==> config.mk <==
export PLATFORM = sky130hd
export DESIGN_NAME = rf_writeback_arbiter
export DESIGN_NICKNAME = d
export VERILOG_FILES = /design/src/rtl/rf_wb_pkg.sv /design/src/rtl/wb_fifo.sv /design/src/rtl/rf_writeback_arbiter.sv
export SDC_FILE = /design/constraint.sdc
export NUM_CORES = 1
export LEC_CHECK = 0
export CELL_PAD_IN_SITES_DETAIL_PLACEMENT = 0
export CELL_PAD_IN_SITES_GLOBAL_PLACEMENT = 2
export CORE_ASPECT_RATIO = 0.5
export CORE_MARGIN = 8
export CORE_UTILIZATION = 25
export CTS_CLUSTER_DIAMETER = 120
export DETAILED_ROUTE_END_ITERATION = 8
export GPL_TIMING_DRIVEN = 0
export PLACE_DENSITY_LB_ADDON = 0.05
export REMOVE_ABC_BUFFERS = 1
export SLEW_MARGIN = 20
export SYNTH_ARGS = -nofsm -noshare
export SYNTH_HDL_FRONTEND = slang
export SYNTH_SLANG_ARGS = --single-unit
==> constraint.sdc <==
create_clock -name clk -period 6.48 [get_ports clk]
set_input_delay 1.296 -clock clk [delete_from_list [all_inputs] [get_ports clk]]
set_output_delay 1.296 -clock clk [all_outputs]
set_load 0.05 [all_outputs]
==> src/rtl/rf_wb_pkg.sv <==
// Shared widths and request type for the register-file writeback path.
package rf_wb_pkg;

  localparam int REG_ADDR_W = 5;
  localparam int XLEN       = 32;
  localparam int NUM_REGS   = 32;

  typedef struct packed {
    logic [REG_ADDR_W-1:0] addr;
    logic [XLEN-1:0]       data;
  } wb_req_t;

endpackage

==> src/rtl/wb_fifo.sv <==
// Small circular buffer for multi-cycle writebacks; head is valid while not empty.
module wb_fifo
  import rf_wb_pkg::*;
#(
  parameter int DEPTH = 2
) (
  input  logic    clk,
  input  logic    rst,
  input  logic    push,
  input  wb_req_t push_req,
  input  logic    pop,
  output logic    full,
  output logic    empty,
  output wb_req_t head
);

  localparam int PW = (DEPTH > 1) ? $clog2(DEPTH) : 1;
  localparam int CW = $clog2(DEPTH + 1);

  wb_req_t       mem_q [DEPTH];
  logic [PW-1:0] wr_ptr_q, wr_ptr_d;
  logic [PW-1:0] rd_ptr_q, rd_ptr_d;
  logic [CW-1:0] count_q, count_d;

  assign full  = (count_q == CW'(DEPTH));
  assign empty = (count_q == '0);
  assign head  = mem_q[rd_ptr_q];

  // NOTE: every signal assigned in always_comb gets a default first, so no path leaves it unassigned and no latch is inferred.
  always_comb begin
    wr_ptr_d = wr_ptr_q;
    rd_ptr_d = rd_ptr_q;
    count_d  = count_q;
    if (push) wr_ptr_d = wr_ptr_q + PW'(1);
    if (pop)  rd_ptr_d = rd_ptr_q + PW'(1);
    case ({push, pop})
      2'b10:   count_d = count_q + CW'(1);
      2'b01:   count_d = count_q - CW'(1);
      default: count_d = count_q;
    endcase
  end

  // NOTE: sequential state uses non-blocking assignments so every flop samples pre-edge values regardless of block order.
  always_ff @(posedge clk) begin
    if (rst) begin
      wr_ptr_q <= '0;
      rd_ptr_q <= '0;
      count_q  <= '0;
    end else begin
      wr_ptr_q <= wr_ptr_d;
      rd_ptr_q <= rd_ptr_d;
      count_q  <= count_d;
    end
  end

  // NOTE: storage is not reset; the count alone decides which entries are meaningful.
  always_ff @(posedge clk) begin
    if (push) mem_q[wr_ptr_q] <= push_req;
  end

endmodule

==> src/rtl/rf_writeback_arbiter.sv <==
// Merges ALU and buffered multi-cycle writebacks onto the single RF write port
// and tracks registers with an outstanding multi-cycle write.
module rf_writeback_arbiter
  import rf_wb_pkg::*;
#(
  parameter int FIFO_DEPTH = 2,
  parameter int MAX_STALL  = 4
) (
  input  logic                  clk,
  input  logic                  rst,
  input  logic                  a_valid,
  output logic                  a_ready,
  input  logic [REG_ADDR_W-1:0] a_addr,
  input  logic [XLEN-1:0]       a_data,
  input  logic                  b_valid,
  output logic                  b_ready,
  input  logic [REG_ADDR_W-1:0] b_addr,
  input  logic [XLEN-1:0]       b_data,
  input  logic                  iss_valid,
  input  logic [REG_ADDR_W-1:0] iss_addr,
  input  logic [REG_ADDR_W-1:0] chk_addr1,
  input  logic [REG_ADDR_W-1:0] chk_addr2,
  output logic                  busy1,
  output logic                  busy2,
  output logic                  rfwrite,
  output logic [REG_ADDR_W-1:0] waddr,
  output logic [XLEN-1:0]       wdata
);

  localparam int SW = $clog2(MAX_STALL + 1);

  logic                  fifo_full, fifo_empty, fifo_nonempty;
  logic                  b_push, b_pop, sel_a, force_b;
  wb_req_t               b_head, b_req;
  logic [SW-1:0]         stall_cnt_q, stall_cnt_d;
  logic [NUM_REGS-1:0]   pend_q, pend_d;
  logic                  rfwrite_q, rfwrite_d;
  logic [REG_ADDR_W-1:0] waddr_q, waddr_d;
  logic [XLEN-1:0]       wdata_q, wdata_d;

  assign b_req   = '{addr: b_addr, data: b_data};
  assign b_ready = !fifo_full;
  assign b_push  = b_valid && b_ready;

  wb_fifo #(.DEPTH(FIFO_DEPTH)) u_b_fifo (
    .clk      (clk),
    .rst      (rst),
    .push     (b_push),
    .push_req (b_req),
    .pop      (b_pop),
    .full     (fifo_full),
    .empty    (fifo_empty),
    .head     (b_head)
  );

  assign fifo_nonempty = !fifo_empty;
  assign force_b       = fifo_nonempty && (stall_cnt_q == SW'(MAX_STALL));
  assign a_ready       = !force_b;
  assign sel_a         = a_valid && a_ready;
  assign b_pop         = !sel_a && fifo_nonempty;

  always_comb begin
    stall_cnt_d = stall_cnt_q;
    if (!fifo_nonempty || b_pop)
      stall_cnt_d = '0;
    else if (stall_cnt_q != SW'(MAX_STALL))
      stall_cnt_d = stall_cnt_q + SW'(1);
  end

  // Clear before set: a new issue to the register being retired keeps it pending.
  always_comb begin
    pend_d = pend_q;
    if (b_pop)                      pend_d[b_head.addr] = 1'b0;
    if (iss_valid && iss_addr != '0) pend_d[iss_addr]   = 1'b1;
    pend_d[0] = 1'b0;
  end

  always_comb begin
    rfwrite_d = 1'b0;
    waddr_d   = waddr_q;
    wdata_d   = wdata_q;
    if (sel_a) begin
      rfwrite_d = (a_addr != '0);
      waddr_d   = a_addr;
      wdata_d   = a_data;
    end else if (b_pop) begin
      rfwrite_d = (b_head.addr != '0);
      waddr_d   = b_head.addr;
      wdata_d   = b_head.data;
    end
  end

  always_ff @(posedge clk) begin
    if (rst) begin
      stall_cnt_q <= '0;
      pend_q      <= '0;
      rfwrite_q   <= 1'b0;
      waddr_q     <= '0;
      wdata_q     <= '0;
    end else begin
      stall_cnt_q <= stall_cnt_d;
      pend_q      <= pend_d;
      rfwrite_q   <= rfwrite_d;
      waddr_q     <= waddr_d;
      wdata_q     <= wdata_d;
    end
  end

  assign busy1   = pend_q[chk_addr1];
  assign busy2   = pend_q[chk_addr2];
  assign rfwrite = rfwrite_q;
  assign waddr   = waddr_q;
  assign wdata   = wdata_q;

endmodule

# ---- After elaboration in Yosys (flattened, before gate mapping)
# Memories as Yosys holds them, arrays and structs flattened. A register that Yosys moved wholly into a read port is not among the register bits.
# Cells that the tools add are included.
dict set report op_classes {
  addsub 5
  magnitude_cmp 6
  eq_ne 5
  muxes 21
  bitwise_logic 3
  n_reduce_logical 19
}
# cell n
set op_table {}
lappend op_table {{two-way mux 32 bit} 4}
lappend op_table {{bitwise AND 32 bit} 1}
lappend op_table {{inverter 32 bit} 1}
lappend op_table {{OR 32 bit} 1}
lappend op_table {{less-than comparator 5 x 6 -> 1 bit (second input constant)} 4}
lappend op_table {{nonzero test 5 bit} 3}
lappend op_table {{binary-select mux 1 bit (select 5 bit)} 2}
lappend op_table {{demux 1 bit (select 5 bit)} 2}
lappend op_table {{greater-or-equal comparator 5 x 1 -> 1 bit (second input constant)} 2}
lappend op_table {{two-way mux 1 bit} 10}
lappend op_table {{two-way mux 5 bit} 2}
lappend op_table {{logical AND 1 bit} 7}
lappend op_table {{== test 2 bit (second input constant)} 2}
lappend op_table {{logical NOT 1 bit} 4}
lappend op_table {{one-hot mux 2 bit (2 select lines)} 1}
lappend op_table {{nonzero test 2 bit} 2}
lappend op_table {{adder 3 x 1 -> 3 bit (second input constant)} 1}
lappend op_table {{== test 3 bit (second input constant)} 1}
lappend op_table {{inequality test 3 bit (second input constant)} 1}
lappend op_table {{adder 1 bit (second input constant)} 2}
lappend op_table {{adder 2 x 1 -> 2 bit (second input constant)} 1}
lappend op_table {{== test 2 x 1 -> 1 bit (second input constant)} 1}
lappend op_table {{logical NOT 2 bit} 1}
lappend op_table {{OR reduction 2 bit} 1}
lappend op_table {{other kinds (2)} 2}
dict set report word_totals {
  reg_bits 77
  mem_bits_rw 74
  out_inout_bits 42
  word_cells 69
  mem_count 1
}
# memory depth word_bits rd rd_clocked_by_memory_dff write_ports line_no
set mem_list {}
lappend mem_list {u_b_fifo.mem_q 2 37 1 1 1 wb_fifo.sv:20} ;# wb_req_t mem_q [DEPTH];

# ---- Logic depth before layout (Yosys ltp)
dict set report depth {
  word_depth 10
  depth_mapped 9
  ltp_nobuf 8
}

# ---- Cells and area by module
# From an unflattened synthesis, not the netlist that was laid out.
dict set report hier_totals {
  cells_unflattened 573
  hier_area_um2 6653.9
}
# module n_inst cells_each area_per_inst_um2 seq_area_each_um2
set by_module_without_submodules {}
lappend by_module_without_submodules {rf_writeback_arbiter 1 436 3782.4 1441.4}
lappend by_module_without_submodules {wb_fifo 1 137 2871.5 2322.2}

# ---- Worst setup path before layout
# Ideal clock, no wire load.
dict set report synth_path {
  path_type {input-to-output}
  startpoint {input port chk_addr1[1]}
  endpoint {output port busy1}
  t_arrival_ns 2.700
  t_required_ns 5.184
  slack_ns 2.484
  cell_stages 5
  cell_sequence {buf_2 -> mux4_2 -> nand2b_1 -> o211ai_1 -> nand4_1}
}
dict set report synth_between {
  elab_chain_cells 2
}
# item line_no
set synth_lines {}
lappend synth_lines {{from (decl)} rf_writeback_arbiter.sv:21} ;# input logic [REG_ADDR_W-1:0] chk_addr1,
lappend synth_lines {{binary-select mux 1 bit (select 5 bit)} rf_writeback_arbiter.sv:109} ;# assign busy1 = pend_q[chk_addr1];
lappend synth_lines {{two-way mux 1 bit (not written as such)} rf_writeback_arbiter.sv:109}
lappend synth_lines {{to (decl)} rf_writeback_arbiter.sv:23} ;# output logic busy1,
# Every way passes these cells. The select of a mux whose other input is x is not followed.

# ---- Worst setup path in the final report
# Ends and elaborated chain as after synthesis.

==> results_dict.tcl <==
set metrics [dict create \
    holdWs_ns 0.4501 \
    drt_iter0_markers 202 \
    clkSinkCount 151 \
    p_leak_nw 3.084 \
    period_share 0.7757 \
    arrival_ns 3.73 \
    grt_pass1_vias 5342 \
    rsz0062_at_grt "false" \
    clk_pin_slew_ns 0.06 \
    place_hpwl_um 14690 \
    setup_tns_ns 0 \
    viasPerCell 4.646 \
    worstSkewPairLatency_ns 0.43 \
    period_minus_slack_ns 5.027 \
    setup_viol 0 \
    areaGrowthSynthToFinish_pct 35.34 \
    skew_ns 0.01068 \
    worst_slack_ns 1.453 \
    die_area_um2 32920 \
    routedWlPerCell_um 19.28 \
    critPathLaunch "chk_addr1[1]" \
    fp-row-count 42 \
    cts_hold_buf 0 \
    endpoint "busy1" \
    final_area_um2 9163 \
    n_antenna_cell 0 \
    r2r_end "u_b_fifo.count_q[1]" \
    grt_pass1_wl_um 32480 \
    relSlewSlack 0.3362 \
    syn_avg_cell_area_um2 11.47 \
    cts_tree "yes" \
    dpl.cell_count 1047 \
    start_kind "primary input" \
    cts_resized 0 \
    synth-edff-count 74 \
    power_density_nw_per_um2 352.3 \
    initial_utilization 0.2551 \
    synthFlopType "dfxtp_1" \
    postLayoutCoreUtil 0.3453 \
    timing_worst_slew_pin_value_ns 0.9936 \
    critPathCaptureType "output port" \
    die_h_um 132.4 \
    core_um2 26540 \
    num_io_pins 136 \
    hold_violations 0 \
    first_pass_iters 4 \
    worstPathMaxFanout 10 \
    yosysWarnings 0 \
    pre_cts_slack_ns 1.406 \
    maxSlewViolCount 0 \
    cp.required_ns 5.18 \
    yosys.cell_types.count 46 \
    async_reset_ff_frac 0 \
    totalPowerFinal_mw 3.228 \
    place_area_um2 8553 \
    gp_congestion 0.7134 \
    cts_setup_buffers 0 \
    peakVddDrop_mv 0.1714 \
    synth_area_leaders "edfxtp_1 (33%), dfxtp_1 (23%), mux2_2 (6.2%)" \
    clk_path_buf_depth 2 \
    worst-r2r-setup-slack_ns 4.07 \
    drc 0 \
    drive_gt1_frac 0.1472 \
    netlist_instances 590 \
    antenna_found_initial 1 \
    cts_inserted_buffers 17 \
    vias 5013 \
    syn_area_um2 6770 \
    nNetsFinal 811 \
    ys_seq_elements 151 \
    r2r-start "stall_cnt_q[0]" \
    cts-root-buf "clkbuf_16" \
    crit_type "primary input to output port" \
    layoutNonFillerInstCount 1079 \
    maxCapViolCount 0 \
    r2r_cells 7 \
    seq_area_frac_synth 0.5559 \
    n_fill_cell 2639 \
    portBuffers 135 \
    detail-route-antenna-nets 0 \
    synth_top_area_share 0.3282 \
    grtUsageTotal 0.1283 \
    wl_um 20800 \
    synth_area_leader_cell "edfxtp_1" \
    die_w_um 248.7 \
    hold_path_class "flip-flop to flip-flop" \
    overflow 0 \
    htree_levels 4 \
    status "finished clean" \
    fmax_mhz 198.9 \
    grt_max_degree 48 \
]
## registers in the layout, summed over array words and instances, names as in the netlist, named ones only
| register | count |
|---|---|
| u_b_fifo.mem_q | 74 |
| wdata | 32 |
| pend_q | 31 |
| waddr | 5 |
| stall_cnt_q | 3 |
| u_b_fifo.count_q | 2 |
| rfwrite | 1 |
| u_b_fifo.rd_ptr_q | 1 |
| u_b_fifo.wr_ptr_q | 1 |
## power breakdown
group | switching (mW) | internal (mW)
sequential | 0.0741 | 1.16
clock | 0.399 | 0.624
combinational | 0.583 | 0.393
total | 1.06 | 2.17
## worst min path at each step
stage                           from         end  cells after the start
after CTS                   wdata[9]    wdata[9]                      2
after global placement     wdata[11]   wdata[11]                      2
after floorplan           pend_q[16]  pend_q[16]                      2
final                       wdata[9]    wdata[9]                      2
after global routing        wdata[4]    wdata[4]                      2
after detailed placement    wdata[9]    wdata[9]                      2
## cells by family after synthesis
| kind of cell | after synthesis | synth area share |
|---|---|---|
| compound gates | 172 | 0.1573 |
| simple gates | 153 | 0.1301 |
| flops | 151 | 0.5559 |
| mux | 63 | 0.1111 |
| buf+inv | 43 | 0.03364 |
| xor+xnor | 5 | 0.006469 |
| fa+ha+maj | 3 | 0.005545 |
## Yosys cell counts (2+ instances only)
master,number
ha_1,3
nand4b_1,3
or3_1,3
and3b_1,5
mux4_2,6
a22oi_1,31
nand2b_1,6
buf_1,2
clkbuf_1,9
nor4_1,3
o211ai_2,4
edfxtp_1,74
mux2i_1,20
nand3_1,12
nand2_1,44
buf_6,5
a21oi_2,11
o21ai_0,34
xor2_1,2
or3b_2,2
nor2b_1,29
mux2_2,37
nand3b_1,15
a21oi_1,41
o211ai_1,11
o2111ai_1,2
xnor2_1,3
buf_2,20
nor3b_1,7
and3_1,2
o21ai_1,33
inv_1,6
a211oi_1,2
nor3_1,2
dfxtp_1,77
nand4_1,2
nor2_1,13
## cells in the final DEF (no fill, tap or decap), types with 7 or more instances in the layout
| cell type | count |
|---|---|
| edfxtp_1 | 74 |
| clkdlybuf4s50_1 | 134 |
| o21ai_0 | 34 |
| o21ai_1 | 33 |
| nand3b_1 | 15 |
| mux2i_1 | 20 |
| nand3_1 | 12 |
| dfxtp_1 | 76 |
| nand2_1 | 44 |
| nor2_1 | 12 |
| mux2_2 | 37 |
| nor2b_1 | 29 |
| a22oi_1 | 31 |
| a21oi_2 | 10 |
| o211ai_1 | 11 |
| nor3b_1 | 7 |
| a21oi_1 | 41 |
| clkbuf_16 | 17 |
## routing by layer
layer | vias up | GRT usage | share of wire
met1 | 2447 | 0.1541 | 0.45
li1 | 2466 | - | -
met4 | 2 | 0.04135 | 0.014
met5 | - | 0 | 0.00063
met2 | 83 | 0.2218 | 0.50
met3 | 15 | 0.03424 | 0.038
## final cells by class
cell class / instances / area (µm²) / share of cell area
clock inverter: 12 / 152.6 / 0.01666
inverter: 6 / 22.52 / 0.002458
multi-input combinational: 396 / 2796 / 0.3052
sequential: 151 / 3767 / 0.4112
timing repair buffer: 142 / 1526 / 0.1666
clock buffer: 20 / 456.7 / 0.04984
tap: 352 / 440.4 / 0.04807
## critical path: stages
cell and delay (ns):
clkdlybuf4s50_1 0.75, mux4_2 0.55, nand2b_1 0.15, o211ai_1 0.12, nand4_1 0.14, clkdlybuf4s50_1 0.72
Power figures use the tool's default switching activity.
